<file path="src/rtl/spi_reg_pkg.sv">
// Shared definitions for the SPI register controller slice.
// Contents:
//   state_e        - frame decoder states
//   REG_*          - fixed register map indices
//   CMD_WR_BIT     - command byte bit selecting write (1) or read (0)
//   TX_DISCARD     - MISO filler for frames addressing past the register file
//   addr_in_range  - true when a 7-bit start address lands inside the register file
package spi_reg_pkg;

    typedef enum logic [2:0] {
        ST_IDLE    = 3'd0,
        ST_CMD     = 3'd1,
        ST_WRITE   = 3'd2,
        ST_READ    = 3'd3,
        ST_DISCARD = 3'd4
    } state_e;

    localparam int unsigned REG_ID     = 32'd0;
    localparam int unsigned REG_STATUS = 32'd1;
    localparam int unsigned REG_LED    = 32'd2;
    localparam int unsigned CMD_WR_BIT = 32'd7;

    localparam logic [7:0] TX_DISCARD = 8'hFF;

    // Compared at 32 bits so a 128-entry file does not wrap the limit to zero.
    function automatic logic addr_in_range(input logic [6:0] addr, input int unsigned count);
        return ({25'd0, addr} < count);
    endfunction

endpackage

</file>
<file path="src/rtl/spi_reg_file.sv">
// REG_COUNT x 8-bit register file behind the SPI frame controller.
// Register 0 is the constant DEVICE_ID, register 1 is a read-only status slot
// with no storage (the live status is substituted by the controller), registers 2.. are writable.
// Read-only entries have no storage, so writes addressed to them are dropped here.
// Ports:
//   i_clk, i_rst_n   clock, synchronous active-low reset (writable regs -> 8'h00)
//   i_wr_en          write enable, one cycle
//   i_wr_addr        write address
//   i_wr_data        write data
//   i_rd_addr        asynchronous read address
//   o_rd_data        register contents at i_rd_addr
//   o_regs_flat      all registers, reg n at [8n+7:8n]
module spi_reg_file
    import spi_reg_pkg::*;
#(
    parameter int unsigned REG_COUNT = 8,
    parameter logic [7:0]  DEVICE_ID = 8'hA5
) (
    input  logic                         i_clk,
    input  logic                         i_rst_n,
    input  logic                         i_wr_en,
    input  logic [$clog2(REG_COUNT)-1:0] i_wr_addr,
    input  logic [7:0]                   i_wr_data,
    input  logic [$clog2(REG_COUNT)-1:0] i_rd_addr,
    output logic [7:0]                   o_rd_data,
    output logic [REG_COUNT*8-1:0]       o_regs_flat
);

    localparam int unsigned AW = $clog2(REG_COUNT);

    logic [7:0] regs_s [REG_COUNT];

    for (genvar g = 0; g < REG_COUNT; g++) begin : g_reg
        if (g == REG_ID) begin : g_id
            assign regs_s[g] = DEVICE_ID;
        end else if (g == REG_STATUS) begin : g_ro
            assign regs_s[g] = 8'h00;
        end else begin : g_rw
            logic [7:0] val_r;

            // Storage for one writable register.
            always_ff @(posedge i_clk) begin
                if (!i_rst_n) begin
                    val_r <= 8'h00;
                end else if (i_wr_en && (i_wr_addr == AW'(g))) begin
                    val_r <= i_wr_data;
                end else begin
                    val_r <= val_r;
                end
            end

            assign regs_s[g] = val_r;
        end

        assign o_regs_flat[8*g +: 8] = regs_s[g];
    end

    assign o_rd_data = regs_s[i_rd_addr];

endmodule

</file>
<file path="src/rtl/spi_reg_ctrl.sv">
// Frame-level controller behind a byte-level SPI slave. Each CS-framed
// transaction is a command byte (bit7 = write, bits[6:0] = start address)
// followed by data bytes handled with an auto-incrementing, wrapping pointer.
// Ports:
//   i_clk, i_rst_n   clock, synchronous active-low reset
//   i_cs_active      synchronised CS level, 1 = frame in progress
//   i_rx_valid       one-cycle strobe, i_rx_data holds a complete byte
//   i_rx_data        received byte
//   i_status         live status, readable at register 1
//   o_tx_data        byte shifted out on the next byte slot
//   o_wr_strobe      one-cycle pulse per accepted register write
//   o_wr_addr        address of that write
//   o_regs_flat      all registers, reg n at [8n+7:8n]
//   o_led            register 2 bit 0
module spi_reg_ctrl
    import spi_reg_pkg::*;
#(
    parameter int unsigned REG_COUNT = 8,
    parameter logic [7:0]  DEVICE_ID = 8'hA5,
    parameter logic [7:0]  CMD_ACK   = 8'h3C
) (
    input  logic                         i_clk,
    input  logic                         i_rst_n,
    input  logic                         i_cs_active,
    input  logic                         i_rx_valid,
    input  logic [7:0]                   i_rx_data,
    input  logic [7:0]                   i_status,
    output logic [7:0]                   o_tx_data,
    output logic                         o_wr_strobe,
    output logic [$clog2(REG_COUNT)-1:0] o_wr_addr,
    output logic [REG_COUNT*8-1:0]       o_regs_flat,
    output logic                         o_led
);

    localparam int unsigned   AW       = $clog2(REG_COUNT);
    localparam logic [AW-1:0] FIRST_WR = AW'(REG_LED);

    state_e        state_r;
    state_e        state_next_s;
    logic          cs_r;
    logic [AW-1:0] ptr_r;
    logic [AW-1:0] ptr_next_s;
    logic [7:0]    tx_r;
    logic [7:0]    tx_next_s;
    logic          strobe_r;
    logic          wr_en_s;
    logic [AW-1:0] wr_addr_r;
    logic [AW-1:0] wr_addr_next_s;
    logic [AW-1:0] rd_addr_s;
    logic [7:0]    rd_data_s;
    logic [7:0]    rd_mux_s;
    logic [REG_COUNT*8-1:0] regs_flat_s;

    spi_reg_file #(
        .REG_COUNT (REG_COUNT),
        .DEVICE_ID (DEVICE_ID)
    ) u_reg_file (
        .i_clk       (i_clk),
        .i_rst_n     (i_rst_n),
        .i_wr_en     (wr_en_s),
        .i_wr_addr   (ptr_r),
        .i_wr_data   (i_rx_data),
        .i_rd_addr   (rd_addr_s),
        .o_rd_data   (rd_data_s),
        .o_regs_flat (regs_flat_s)
    );

    // Register 1 is not stored: the live status is sampled when the TX byte is loaded.
    always_comb begin
        if (rd_addr_s == AW'(REG_STATUS)) begin
            rd_mux_s = i_status;
        end else begin
            rd_mux_s = rd_data_s;
        end
    end

    // Next-state, pointer, TX byte and write-port decode.
    always_comb begin
        state_next_s   = state_r;
        ptr_next_s     = ptr_r;
        tx_next_s      = tx_r;
        wr_en_s        = 1'b0;
        wr_addr_next_s = wr_addr_r;
        rd_addr_s      = ptr_r + 1'b1;

        if (!i_cs_active) begin
            // CS low wins over any byte strobe in the same cycle.
            state_next_s = ST_IDLE;
            tx_next_s    = CMD_ACK;
        end else begin
            case (state_r)
                ST_IDLE: begin
                    // Only a fresh 0->1 edge opens a frame; a CS already high
                    // out of reset is ignored until it cycles.
                    if (!cs_r) begin
                        state_next_s = ST_CMD;
                    end else begin
                        state_next_s = ST_IDLE;
                    end
                end
                ST_CMD: begin
                    rd_addr_s = i_rx_data[AW-1:0];
                    if (!i_rx_valid) begin
                        state_next_s = ST_CMD;
                    end else if (!addr_in_range(i_rx_data[6:0], REG_COUNT)) begin
                        state_next_s = ST_DISCARD;
                        tx_next_s    = TX_DISCARD;
                    end else if (i_rx_data[CMD_WR_BIT]) begin
                        state_next_s = ST_WRITE;
                        ptr_next_s   = i_rx_data[AW-1:0];
                        tx_next_s    = CMD_ACK;
                    end else begin
                        state_next_s = ST_READ;
                        ptr_next_s   = i_rx_data[AW-1:0];
                        tx_next_s    = rd_mux_s;
                    end
                end
                ST_WRITE: begin
                    if (i_rx_valid) begin
                        if (ptr_r >= FIRST_WR) begin
                            wr_en_s        = 1'b1;
                            wr_addr_next_s = ptr_r;
                        end else begin
                            wr_en_s        = 1'b0;
                        end
                        tx_next_s  = i_rx_data;
                        ptr_next_s = ptr_r + 1'b1;
                    end else begin
                        ptr_next_s = ptr_r;
                    end
                end
                ST_READ: begin
                    // rd_addr_s already points one past ptr_r, wrapping naturally.
                    if (i_rx_valid) begin
                        ptr_next_s = ptr_r + 1'b1;
                        tx_next_s  = rd_mux_s;
                    end else begin
                        ptr_next_s = ptr_r;
                    end
                end
                ST_DISCARD: begin
                    tx_next_s = TX_DISCARD;
                end
                default: begin
                    state_next_s = ST_IDLE;
                    tx_next_s    = CMD_ACK;
                end
            endcase
        end
    end

    // State, CS history and registered outputs.
    always_ff @(posedge i_clk) begin
        if (!i_rst_n) begin
            state_r   <= ST_IDLE;
            cs_r      <= 1'b1;
            ptr_r     <= {AW{1'b0}};
            tx_r      <= CMD_ACK;
            strobe_r  <= 1'b0;
            wr_addr_r <= {AW{1'b0}};
        end else begin
            state_r   <= state_next_s;
            cs_r      <= i_cs_active;
            ptr_r     <= ptr_next_s;
            tx_r      <= tx_next_s;
            strobe_r  <= wr_en_s;
            wr_addr_r <= wr_addr_next_s;
        end
    end

    assign o_tx_data   = tx_r;
    assign o_wr_strobe = strobe_r;
    assign o_wr_addr   = wr_addr_r;
    assign o_regs_flat = regs_flat_s;
    assign o_led       = regs_flat_s[8*REG_LED];

endmodule
</file>
<file path="config.mk">
export PLATFORM = sky130hd
export DESIGN_NAME = spi_reg_ctrl
export DESIGN_NICKNAME = d
export VERILOG_FILES = /design/src/rtl/spi_reg_pkg.sv /design/src/rtl/spi_reg_file.sv /design/src/rtl/spi_reg_ctrl.sv
export SDC_FILE = /design/constraint.sdc
export NUM_CORES = 1
export LEC_CHECK = 0
export CAP_MARGIN = 20
export CORE_UTILIZATION = 35
export DETAILED_ROUTE_END_ITERATION = 10
export GPL_ROUTABILITY_DRIVEN = 0
export HOLD_SLACK_MARGIN = 0.15
export PLACE_DENSITY = 0.7
export SKIP_LAST_GASP = 1
export SYNTH_ARGS = -nofsm -noshare
export SYNTH_HDL_FRONTEND = slang
export SYNTH_SLANG_ARGS = --single-unit
</file>
<file path="constraint.sdc">
create_clock -name i_clk -period 6.27 [get_ports i_clk]
set_clock_uncertainty 0.05 [all_clocks]
set_input_delay 0.9405 -clock i_clk [delete_from_list [all_inputs] [get_ports i_clk]]
set_output_delay 0.9405 -clock i_clk [all_outputs]
set_load 0.01 [all_outputs]
</file>
==> impl_metrics.env <==
export IMPL_synth_top_family_by_area="simple AND/OR/NAND/NOR gates"
export IMPL_start_kind="input port"
export IMPL_synth_cell_type_count=56
export IMPL_vias=3613
export IMPL_dieHeight_um=105
export IMPL_drt_iter0_drc=420
export IMPL_drive_above_1_share=0.0656
export IMPL_numCtsBuffers=9
export IMPL_synth_fa_ha_area_frac=0.0203
export IMPL_layout_nets=539
export IMPL_htree_num_levels=3
export IMPL_cts_root_buffer="clkbuf_8"
export IMPL_core_area_mm2=0.0103
export IMPL_clkLatencyLatePin_ns=0.35
export IMPL_synth_simple_gate_area_share=0.233
export IMPL_clk_pin_slew_ns=0.07
export IMPL_maxSlewViolCount=0
export IMPL_maxCapViolCount=0
export IMPL_pre_cts_ws_ns=2.75
export IMPL_power_share_switching=0.251
export IMPL_wl_mm=12.0
export IMPL_n_fill_cell=1055
export IMPL_hold_violations=0
export IMPL_arrival_ns=3.38
export IMPL_post_cts_setup_buffer_count=0
export IMPL_tightest_slew_ns=0.820
export IMPL_dr_pass1_iters=5
export IMPL_cts_tree="built"
export IMPL_setup_worst_path_end_class="flop"
export IMPL_synth_mux_area_frac=0.111
export IMPL_netlist_area_mm2=0.00371
export IMPL_die_w_um=105
export IMPL_die_area_mm2=0.0110
export IMPL_final_area_mm2=0.00466
export IMPL_ant_nets=0
export IMPL_multi_input_area_mm2=0.00209
export IMPL_switchingPower_mw=0.211
export IMPL_post_cts_resized=0
export IMPL_grt_start_max_net_pins=42
export IMPL_pwr_density_cell_mw_per_mm2=181
export IMPL_ys_warn_count=0
export IMPL_final_setup_tns_ns=0
export IMPL_placed_area_mm2=0.00447
export IMPL_status="completed"
export IMPL_synthFlopType="dfxtp_1"
export IMPL_placementRows=37
export IMPL_antennaDiodeCount=0
export IMPL_synthArstFlopShare=0
export IMPL_synth_edf_count=0
export IMPL_io_buffers=80
export IMPL_slew_headroom=0.449
export IMPL_hold_path_class="reg -> reg"
export IMPL_vias_per_cell=5.52
export IMPL_cts_sinks=67
export IMPL_ys_seq_area_frac=0.362
export IMPL_wl_per_cell_um=18.3
export IMPL_area_delta_synth_final_pct=25.8
export IMPL_ir_drop_mv=0.106
export IMPL_syn_inst=454
export IMPL_drc_errors=0
export IMPL_seqPwrFrac=0.508
export IMPL_avgSynthCellArea_um2=8.16
export IMPL_clockBufferDepth=2
export IMPL_ys_ff_latch=67
export IMPL_timing_final_setup_violations=0
export IMPL_grt_pass1_wl_mm=18.5
export IMPL_io_pin_count=97
export IMPL_min_period_over_period=0.513
export IMPL_grt_use_total=0.217
export IMPL_setup_ws_ns=3.06
export IMPL_synthXorXnorAreaFrac=0
export IMPL_hpwl_mm=8.61
export IMPL_synth_compound_gate_area_share=0.183
export IMPL_leakagePower_nw=1.64
export IMPL_grt_pass1_vias=3460
export IMPL_rsz0062_at_grt="no"
export IMPL_cp_max_fo=13
export IMPL_critPathKind="in -> reg"
export IMPL_critical_path_required_ns=6.44
export IMPL_overflow=0
export IMPL_holdBufCountCts=0
export IMPL_seqCellArea_mm2=0.00134
export IMPL_initial_utilization=0.361
export IMPL_pwr_share_clk=0.422
export IMPL_fmax_mhz=311
export IMPL_p_int_mw=0.631
export IMPL_power_share_combinational=0.070
export IMPL_fin_crit_ns=3.21
export IMPL_fin_util=0.454
export IMPL_antenna_found_initial=0
## logic make-up after synthesis
family	Yosys count
and+or+nand+nor	177
adders and majority gates	6
buffers and inverters	61
AOI/OAI and AO/OA	105
other	2
DFF	67
muxes	36
## area by class of cell
cell class | instances | area share
Multi-Input combinational cell | 340 | 0.448
Sequential cell | 67 | 0.288
Timing Repair Buffer | 83 | 0.177
Tap cell | 136 | 0.0365
Clock buffer | 10 | 0.0274
Clock inverter | 6 | 0.0140
Inverter | 12 | 0.00966
## metrics by stage
step / cells / hold slack [ns] / power (mW)
after global routing: 654 / 0.460 / 0.873
after floorplan: 468 / 0.439 / 0.478
after CTS: 654 / 0.431 / 0.847
final: 654 / 0.432 / 0.842
after global placement: 638 / 0.414 / 0.494
after detailed placement: 638 / 0.424 / 0.495
## state kept, by name, summed over array words and instances (netlist names)
| register | flops |
|---|---|
| o_wr_addr | 3 |
| o_wr_strobe | 1 |
| cs_r | 1 |
| state_r | 3 |
| u_reg_file.g.g_rw.val_r | 48 |
| ptr_r | 3 |
| o_tx_data | 8 |
## routing by layer
layer / global-route usage / up-vias / wire, µm / part of all wire
met3: 0.0474 / 12 / 908 / 0.076
li1: - / 1688 / - / -
met1: 0.276 / 1724 / 5140 / 0.43
met4: 0.0614 / 0 / 172 / 0.014
met2: 0.368 / 189 / 5740 / 0.48
met5: 0 / - / 0 / 0
## layout by cell type (no fill, tap or decap), drive strengths merged, types with 6 or more instances in the layout
master and count:
nor2b 8, o21ai 17, inv 13, conb 16, mux2 6, dfxtp 67, clkdlybuf4s50 80, nand2b 8
ha 6, clkbuf 10, mux2i 30, nor2 27, a21boi 10, a21oi 37, nand2 72, nand3 38
a31oi 7
## path summary, 6_finish.rpt
kind	cells past startpoint	start	end	slack, ns
max reg2reg	7	ptr_r[0]	o_tx_data[1]	3.44
max	7	i_rx_valid	u_reg_file.g_reg[7].g_rw.val_r[1]	3.06
min reg2reg	2	u_reg_file.g_reg[3].g_rw.val_r[5]	u_reg_file.g_reg[3].g_rw.val_r[5]	0.43
min	2	u_reg_file.g_reg[3].g_rw.val_r[5]	u_reg_file.g_reg[3].g_rw.val_r[5]	0.43
## power by group through the flow
stage | sequential (mW) | clock, mW | combinational [mW]
4_1_cts | 0.427 | 0.362 | 0.0579
3_3_place_gp | 0.437 | 0 | 0.0564
6_report | 0.428 | 0.355 | 0.0592
3_5_place_dp | 0.437 | 0 | 0.0577
5_1_grt | 0.428 | 0.382 | 0.0630
2_1_floorplan | 0.436 | 0 | 0.0418
## worst max-delay path, cell delays in order
cell and delay [ns]:
clkdlybuf4s50_1 0.66, nand3b_1 0.30, a211oi_2 0.71, buf_4 0.33
nand2_1 0.21, nand2_1 0.14, a21oi_1 0.07
## synthesized netlist by cell type, types with 3 or more instances
library cell  count  area, µm²
buf_4            20        150
a31oi_1           7       43.8
nor3_1            3       15.0
buf_2             5       25.0
mux2i_1          26        260
clkbuf_1         22       82.6
a32oi_1           3       26.3
nand3_1          38        190
a21boi_0         10       75.1
o211ai_1          4       30.0
ha_1              6       75.1
nor2b_1           8       50.1
o21ai_0          16       80.1
nand2b_1          8       50.1
dfxtp_1          67       1340
a21oi_1          37        185
and2_1            3       18.8
nand2_1          72        270
inv_1            12       45.0
mux2_2            5       56.3
and3_1            5       31.3
nor2_1           27        101
o31ai_1           4       30.0
mux2i_4           3       67.6
(Power assumes the default switching activity.)
